File: src/rtl/c15xx_pkg.sv
// Shared stepper-phase definitions for the 1541/1571 head controller.
// The phase helpers decode one registered stepper transition into a direction.
package c15xx_pkg;

  localparam logic [1:0] PH_SEQ [4] = '{2'd0, 2'd2, 2'd1, 2'd3};

  typedef enum logic [1:0] {
    STEP_NONE = 2'd0,
    STEP_IN   = 2'd1,
    STEP_OUT  = 2'd2
  } step_dir_t;

  function automatic logic [1:0] phase_pos(input logic [1:0] ph);
    logic [1:0] pos;
    pos = 2'd0;
    for (int i = 0; i < 4; i++) begin
      if (PH_SEQ[i] == ph) pos = 2'(i);
    end
    return pos;
  endfunction

  // One position forward in the rotation is a step in, one back is a step out;
  // a two-position jump is ambiguous and ignored.
  function automatic step_dir_t phase_step(input logic [1:0] prev, input logic [1:0] cur);
    logic [1:0] delta;
    step_dir_t  dir;
    delta = phase_pos(cur) - phase_pos(prev);
    case (delta)
      2'd1:    dir = STEP_IN;
      2'd3:    dir = STEP_OUT;
      default: dir = STEP_NONE;
    endcase
    return dir;
  endfunction

endpackage

File: src/rtl/c15xx_stepper_dec.sv
// Stepper phase decoder: registers stp and emits one-cycle step pulses.
// While mtr is low the phase register still follows stp, so nothing is replayed later.
module c15xx_stepper_dec
  import c15xx_pkg::*;
(
  input  logic       clk_c1541,
  input  logic       reset,
  input  logic [1:0] stp,
  input  logic       mtr,
  output logic       step_in,
  output logic       step_out
);

  logic [1:0] stp_r;
  step_dir_t  dir;

  always_ff @(posedge clk_c1541) begin
    stp_r <= stp;
  end

  assign dir      = phase_step(stp_r, stp);
  assign step_in  = mtr & ~reset & (dir == STEP_IN);
  assign step_out = mtr & ~reset & (dir == STEP_OUT);

endmodule

File: src/rtl/c15xx_head_ctrl.sv
// Head positioning, side select and dirty-track save handshake for 1541/1571.
// Also generates the disk-change write-protect flicker and the settled track_valid flag.
module c15xx_head_ctrl
  import c15xx_pkg::*;
#(
  parameter int HT_BITS       = 7,
  parameter int HT_MAX        = 80,
  parameter int HT_RESET      = 36,
  parameter int SIDES         = 1,
  parameter int SETTLE_CYCLES = 32000,
  parameter int CHG_CYCLES    = 15000000,
  parameter int CHG_BITS      = 24
) (
  input  logic               clk_c1541,
  input  logic               reset,
  input  logic [1:0]         stp,
  input  logic               mtr,
  input  logic               act,
  input  logic               side,
  input  logic               buff_we,
  input  logic               disk_change,
  input  logic               disk_readonly,
  output logic [HT_BITS-2:0] track_o,
  output logic               side_o,
  output logic               tr00_sense_n,
  output logic               wps_n,
  output logic               track_valid,
  output logic               save_req,
  output logic [HT_BITS-2:0] save_track,
  output logic               save_side,
  input  logic               save_ack,
  output logic               save_overrun
);

  localparam int SET_BITS = $clog2(SETTLE_CYCLES + 1);

  logic [HT_BITS-1:0]  ht;
  logic [HT_BITS-2:0]  cur_track;
  logic                step_in;
  logic                step_out;
  logic                side_sel;
  logic                side_r;
  logic                side_chg;
  logic                act_r;
  logic                act_fall;
  logic                leave;
  logic                dirty;
  logic                dirty_eff;
  logic [SET_BITS-1:0] settle_cnt;
  logic                dc_r;
  logic [CHG_BITS-1:0] chg_timer;
  logic                ch_state;

  c15xx_stepper_dec u_stepper_dec (
    .clk_c1541 (clk_c1541),
    .reset     (reset),
    .stp       (stp),
    .mtr       (mtr),
    .step_in   (step_in),
    .step_out  (step_out)
  );

  assign side_sel  = (SIDES == 2) ? side : 1'b0;
  assign cur_track = ht[HT_BITS-1:1];
  // side_o still holds the old side during the cycle the change is seen
  assign side_chg  = side_r ^ side_o;
  assign act_fall  = act_r & ~act;
  assign leave     = step_in | step_out | side_chg | act_fall;
  assign dirty_eff = dirty | buff_we;
  assign ch_state  = (chg_timer != '0);

  always_ff @(posedge clk_c1541) begin
    if (reset) begin
      ht           <= HT_BITS'(HT_RESET);
      track_o      <= (HT_BITS-1)'(HT_RESET >> 1);
      tr00_sense_n <= ((HT_RESET >> 1) != 0);
      side_r       <= 1'b0;
      side_o       <= 1'b0;
      act_r        <= 1'b0;
    end else begin
      if (step_in)
        ht <= (ht >= HT_BITS'(HT_MAX)) ? HT_BITS'(HT_MAX) : ht + HT_BITS'(1);
      else if (step_out)
        ht <= (ht <= HT_BITS'(1)) ? HT_BITS'(1) : ht - HT_BITS'(1);
      track_o      <= cur_track;
      tr00_sense_n <= |cur_track;
      side_r       <= side_sel;
      side_o       <= side_r;
      act_r        <= act;
    end
  end

  // A write coinciding with a leave belongs to the track being left.
  always_ff @(posedge clk_c1541) begin
    if (reset) begin
      dirty        <= 1'b0;
      save_req     <= 1'b0;
      save_track   <= '0;
      save_side    <= 1'b0;
      save_overrun <= 1'b0;
    end else if (disk_change) begin
      dirty    <= 1'b0;
      save_req <= 1'b0;
    end else begin
      if (save_req && save_ack) save_req <= 1'b0;
      if (leave) begin
        dirty <= 1'b0;
        if (dirty_eff) begin
          if (save_req) begin
            save_overrun <= 1'b1;
          end else begin
            save_req   <= 1'b1;
            save_track <= cur_track;
            save_side  <= side_o;
          end
        end
      end else if (buff_we) begin
        dirty <= 1'b1;
      end
    end
  end

  always_ff @(posedge clk_c1541) begin
    if (reset) begin
      settle_cnt  <= SET_BITS'(SETTLE_CYCLES);
      track_valid <= 1'b0;
      dc_r        <= 1'b0;
      chg_timer   <= '0;
      wps_n       <= ~disk_readonly;
    end else begin
      if (step_in || step_out || side_chg) begin
        settle_cnt  <= SET_BITS'(SETTLE_CYCLES);
        track_valid <= 1'b0;
      end else begin
        if (settle_cnt != '0) settle_cnt <= settle_cnt - SET_BITS'(1);
        track_valid <= mtr && (settle_cnt == '0);
      end
      dc_r <= disk_change;
      if (disk_change && !dc_r)
        chg_timer <= CHG_BITS'(CHG_CYCLES);
      else if (ch_state)
        chg_timer <= chg_timer - CHG_BITS'(1);
      wps_n <= ~disk_readonly ^ ch_state;
    end
  end

endmodule

File: config.mk
export PLATFORM = sky130hd
export DESIGN_NAME = c15xx_head_ctrl
export DESIGN_NICKNAME = d
export VERILOG_FILES = /design/src/rtl/c15xx_pkg.sv /design/src/rtl/c15xx_stepper_dec.sv /design/src/rtl/c15xx_head_ctrl.sv
export SDC_FILE = /design/constraint.sdc
export NUM_CORES = 1
export LEC_CHECK = 0
export BUFFER_PORTS_ARGS = -buffer_cell sky130_fd_sc_hd__buf_2
export CAP_MARGIN = 5
export CORE_ASPECT_RATIO = 0.7
export CORE_MARGIN = 2
export CORE_UTILIZATION = 45
export DETAILED_ROUTE_END_ITERATION = 12
export PLACE_DENSITY = 0.68
export SLEW_MARGIN = 15
export SYNTH_ARGS = -nofsm -noshare
export SYNTH_HDL_FRONTEND = slang
export SYNTH_SLANG_ARGS = --single-unit
File: constraint.sdc
create_clock -name clk_c1541 -period 2.2 [get_ports clk_c1541]
set_input_delay 0.22 -clock clk_c1541 [delete_from_list [all_inputs] [get_ports clk_c1541]]
set_output_delay 0.22 -clock clk_c1541 [all_outputs]
set_load 0.05 [all_outputs]
==> flow_summary.toml, run 1 <==
[worst_setup_path]
cp.required_ps = 2450
arrival_ps = 2310
ff2ff_setup_slack_ps = 130
cp_max_fo = 8
criticalPathCategory = "reg -> reg"
startpoint_type = "flop"
worstSetupEndpointType = "flop"

[finish]
num_antenna_cells = 0
multi_input_area_um2 = 1830
final_cell_mix = "dfxtp_1, nor2_1, buf_2"
fin_area_um2 = 3870
layout_commonest_cell = "dfxtp_1"
drive_gt1_share_pct = 20.2
seqCellArea_um2 = 1360
area_growth_pct = 16.0
final_nets = 431
fill_cells = 679

[sta]
max_freq_mhz = 484
slew_headroom_pct = 57.9
fin_crit_ps = 2070
worst_slew_pin_slew_ps = 629
setup_violations = 0
final.period_utilization_pct = 93.9
fin_worst_hold_slack_ps = 53.1
setup-tns-final_ps = 0
hold_viol = 0
finClkSkew_ps = 11.0
maxSlewViolCount = 0

[synthesis]
ys_seq_area_share_pct = 40.8
syn_area_per_cell_um2 = 8.98
synth_top_flop_cell = "dfxtp_1"
yosys_warnings = 0
synth_edf_count = 0
synth.top_cell.area_share_pct = 40.8
synth_cell_type_count = 69
ys_top_cells_by_area = "dfxtp_1, xor2_1, nor2_1"
async_flop_share_pct = 0
ys_seq_elements = 68
netlist_area_um2 = 3340
syn-instance-count = 372
yosysTopAreaCell = "dfxtp_1"

[worst_hold_path]
hold_path.class = "in -> reg"

[power]
intPower_uw = 2300
ir_drop_v = 0.000453
clock_power_share_pct = 34.4
powerDensity_nw_per_um2 = 865
power_uw = 3350
p_leak_uw = 0.00151
switching_share_pct = 31.5
p_switching_uw = 1060
comb_power_share_pct = 22.7
pwr-share-seq_pct = 42.9

[floorplanning]
rows = 26
coreArea_um2 = 7250
die-area_um2 = 8140
die_w_um = 107
dieHeight_um = 76.1
num_io_pins = 30
initial_utilization_pct = 46.0

[global_route]
gr-total-overflow = 0
grtUsageTotal_pct = 18.4
grt_pass1_vias = 2652
grt_pass1_wl_um = 12000
antenna_found_initial = 0
grt_max_degree = 36

[clock_tree]
cts_tree = "built"
cts_buffer_depth = 2
htreeDepth = 3
root_buffer = "clkbuf_8"
clk_latency_ps = 350
clkSlewWorstSetupHoldPaths_ps = 80
clock-sinks = 68
cts_made_buffers = 9

[detailed_routing]
vias = 2819
drtAntennaViolNets = 0
routed_via_density = 5.48
drt_first_pass_iters = 4
drtIter0Drc = 148
drt_wl_total_um = 7130
post_drt_wl_per_cell_um = 13.9
drc = 0

[flow_run]
max-cap-violations = 0

[placement]
gp_congestion = 0.931
post-dp-hpwl_um = 5130
place_area_um2 = 3620
portBuffers = 26

[run_status]
status = "complete, no violations"
state kept, by name, summed over array words and instances (netlist names), 2 cells and up:
signal               count
save_track               6
settle_cnt              15
track_o                  6
ht                       7
u_stepper_dec.stp_r      2
chg_timer               24
cells by family (layout without fill, tap and decap cells):
family / Yosys count / count (layout) / synth area share [%]
AO/OA/AOI/OAI: 76 / 76 / 15.1
multiplexers: 7 / 7 / 2.14
XOR/XNOR: 25 / 25 / 6.97
other: 1 / 2 / 0.112
flip-flops: 68 / 68 / 40.8
AND/OR/NAND/NOR: 154 / 154 / 26.9
buffers and inverters: 32 / 75 / 4.65
adder cells (fa/ha/maj): 9 / 9 / 3.37
cell usage after synthesis, types with 10 or more instances:
| library cell | instances |
|---|---|
| dfxtp_1 | 68 |
| nor2_1 | 40 |
| a21oi_1 | 23 |
| nand2_1 | 18 |
| xor2_1 | 18 |
| nor3_1 | 14 |
| clkbuf_1 | 13 |
| inv_1 | 13 |
| o21ai_0 | 12 |
| nand3_1 | 10 |
what timing repair did:
item,CTS,global route
endpoints found under the setup margin,0,2
gates resized for setup,0,2
buffers inserted,0,1
endpoints found under the hold margin,2,0
hold buffers,2,0
stage by stage:
| stage | std cells | util (%) | setup slack [ps] |
|---|---|---|---|
| global route | 514 | 53.4 | -1.71 |
| CTS | 513 | 53.2 | 161 |
| global placement | 495 | 49.9 | 152 |
| detailed placement | 495 | 49.9 | 107 |
| floorplan | 373 | - | 206 |
| finish | 514 | 53.4 | 134 |
layer usage:
metal  GRT usage, %  routed length, um
met4           4.42                 57
met5              0                  0
met3           8.04                488
met2           27.3               3000
met1           24.6               3580
worst paths after layout:
kind | cells after the start | startpoint | to
worst max-delay path | 6 | u_stepper_dec.stp_r[1]$_DFF_P_ | ht[3]$_SDFFE_PP0P_
worst min-delay path | 2 | disk_readonly | wps_n$_DFF_P_
worst max register to register | 6 | u_stepper_dec.stp_r[1]$_DFF_P_ | ht[3]$_SDFFE_PP0P_
worst min register to register | 2 | save_overrun$_SDFFE_PP0P_ | save_overrun$_SDFFE_PP0P_
worst max-delay path, stage by stage, from the launching register on:
cell     delay [ps]
dfxtp_1         310
ha_1            310
nor3b_4         340
nand2_2         180
and4_1          240
a311o_1         330
a32o_1          250
final cells by class:
cell class                 instances  area share (%)
tap                               98            3.17
multi-input combinational        273            47.3
timing repair buffer              46            7.36
clock inverter                     7            2.55
sequential                        68            35.1
clock buffer                       9            3.20
inverter                          13            1.26
power by group through the flow:
stage	Combinational, uW	Sequential, uW	Clock, uW
after floorplan	555	1480	0
after global routing	851	1460	1230
after detailed placement	744	1470	0
final	762	1440	1150
after global placement	730	1460	0
after CTS	751	1440	1180
(Power assumes the default switching activity.)
==> inputs of run 2 (changes only) <==
--- a/config.mk
+++ b/config.mk
@@ -11,7 +11,7 @@
 export CORE_MARGIN = 2
 export CORE_UTILIZATION = 45
 export DETAILED_ROUTE_END_ITERATION = 12
-export PLACE_DENSITY = 0.68
+export PLACE_DENSITY = 0.67
 export SLEW_MARGIN = 15
 export SYNTH_ARGS = -nofsm -noshare
 export SYNTH_HDL_FRONTEND = slang
==> run 2 against run 1 <==
  * Flip-flop and latch count is the same
  * Clock power down 10%
  * Sequential power about the same
  * Power shrank 3.5%
  * Highest routed layer unchanged
==> flow_summary.toml, run 2 (synthesized netlist as in run 1, its figures left out) <==
[run_status]
status = "complete, no violations"

[clock_tree]
cts_tree = "built"
clkSlewWorstSetupHoldPaths_ps = 70
cts_buffer_depth = 2
cts_setup_buffers = 0
clk_latency_ps = 350
htreeDepth = 3
root_buffer = "clkbuf_8"
clock-sinks = 68
cts_made_buffers = 9

[finish]
top_register = "chg_timer"
layout_commonest_cell = "dfxtp_1"
num_antenna_cells = 0
drive_gt1_share_pct = 20.2
largest_register_ffs = 24
final_cell_mix = "dfxtp_1, nor2_1, buf_2"
area_growth_pct = 15.2
final_nets = 431
largestRegisters = "chg_timer x24, settle_cnt x15, ht x7"

[sta]
rsz0062_at_grt = "false"
finClkSkew_ps = 5.12
fin_crit_ps = 2020
final.period_utilization_pct = 92.0
slew_headroom_pct = 58.3
hold_viol = 0
setup_violations = 0
setup-tns-final_ps = 0
maxSlewViolCount = 0
worst_slew_pin_slew_ps = 624
max_freq_mhz = 494

[global_route]
grt_pass1_vias = 2599
grt_max_degree = 36
grtUsageTotal_pct = 18.7
antenna_found_initial = 0
gr-total-overflow = 0
grt_pass1_wl_um = 12000

[floorplanning]
die_w_um = 107
rows = 26
num_io_pins = 30
die-area_um2 = 8140
coreArea_um2 = 7250
initial_utilization_pct = 46.0
dieHeight_um = 76.1

[power]
powerDensity_nw_per_um2 = 841
p_leak_uw = 0.00149
ir_drop_v = 0.000446
power_uw = 3230

[placement]
post-dp-hpwl_um = 5070
portBuffers = 26
gp_congestion = 0.863

[worst_setup_path]
r2r_end = "chg_timer[8]$_SDFFE_PP0P_"
criticalPathCategory = "reg -> reg"
arrival_ps = 2310
reg2reg_depth = 7
cp_max_fo = 5
ff2ff_setup_slack_ps = 180
cp_slowest_cell = "or3b_2"
slowest_delay_ps = 490
startpoint_type = "flop"
crit_start = "chg_timer[0]$_SDFFE_PP0P_"
path_delay_family = "simple AND/OR/NAND/NOR gates"
cp.required_ps = 2480
critical_path.reg2reg.startpoint = "chg_timer[0]$_SDFFE_PP0P_"
worstPathCellList = "inv_1 -> ha_1 -> or3b_2 -> nor2_1 -> o21ai_1 -> or4_1 -> a31oi_1"
critical_path_buf_inv_count = 1
worstSetupEndpointType = "flop"

[detailed_routing]
drtIter0Drc = 150
drtAntennaViolNets = 0
vias = 2756
post_drt_wl_per_cell_um = 13.9
drc = 0
drt_wl_total_um = 7120
drt_first_pass_iters = 4
routed_via_density = 5.36

[worst_hold_path]
hold_path.class = "in -> reg"
holdPathStages = 2
holdCritStartpoint = "disk_readonly"
whs_endpoint = "wps_n$_DFF_P_"

[flow_run]
max-cap-violations = 0
==> run 2: cell count changes in the layout (fill, tap and decap cells not counted), sizes merged <==
cell / before / now
inv: 14 / 15
clkinv: 3 / 1
bufinv: 2 / 1
clkinvlp: 1 / 3
==> run 2: what timing repair did <==
| item | in CTS | in global routing |
|---|---|---|
| hold buffers | 2 | 0 |
| resized for setup | 0 | 2 |
| endpoints found under the setup margin | 0 | 5 |
| hold endpoints to repair | 2 | 0 |
==> run 2: how the worst max path moves through the flow <==
stage	endpoint	slack, ps	cells after the start
6_report	chg_timer[8]$_SDFFE_PP0P_	180	7
5_1_grt	settle_cnt[8]$_SDFFE_PP1P_	20	5
4_1_cts	chg_timer[13]$_SDFFE_PP0P_	170	7
3_5_place_dp	ht[3]$_SDFFE_PP0P_	130	8
3_3_place_gp	ht[3]$_SDFFE_PP0P_	150	8
2_1_floorplan	ht[3]$_SDFFE_PP0P_	210	7
==> run 2: routing by layer <==
metal	vias to the layer above	GRT usage [%]	wire length (um)
li1	1422	-	-
met1	1266	25.5	3590
met2	66	26.3	2990
met3	2	8.64	504
met4	0	5.84	36
met5	-	0	0
==> run 2: final cells by class <==
type	instances	area, um2
clock inverter	7	75.1
timing repair buffer	46	285
tap	98	123
fill	672	3410
sequential	68	1360
clock buffer	9	124
multi-input combinational	273	1830
inverter	13	48.8
==> run 2: report_power, final <==
group	internal, uW	switching, uW	total [uW]
sequential	1330	104	1440
clock	528	505	1030
combinational	318	448	765
total	2180	1060	3230
==> run 2: through the flow <==
stage               utilization (%)  hold WS [ps]  cells  setup WS [ps]  area [um2]
global route                   53.1          35.1    514           21.8        3850
CTS                            53.0          30.1    514            167        3840
detailed placement             50.0           339    496            132        3620
floorplan                         -           248    373            206        3340
finish                         53.1          55.4    514            176        3850
global placement               50.0           340    496            149        3620
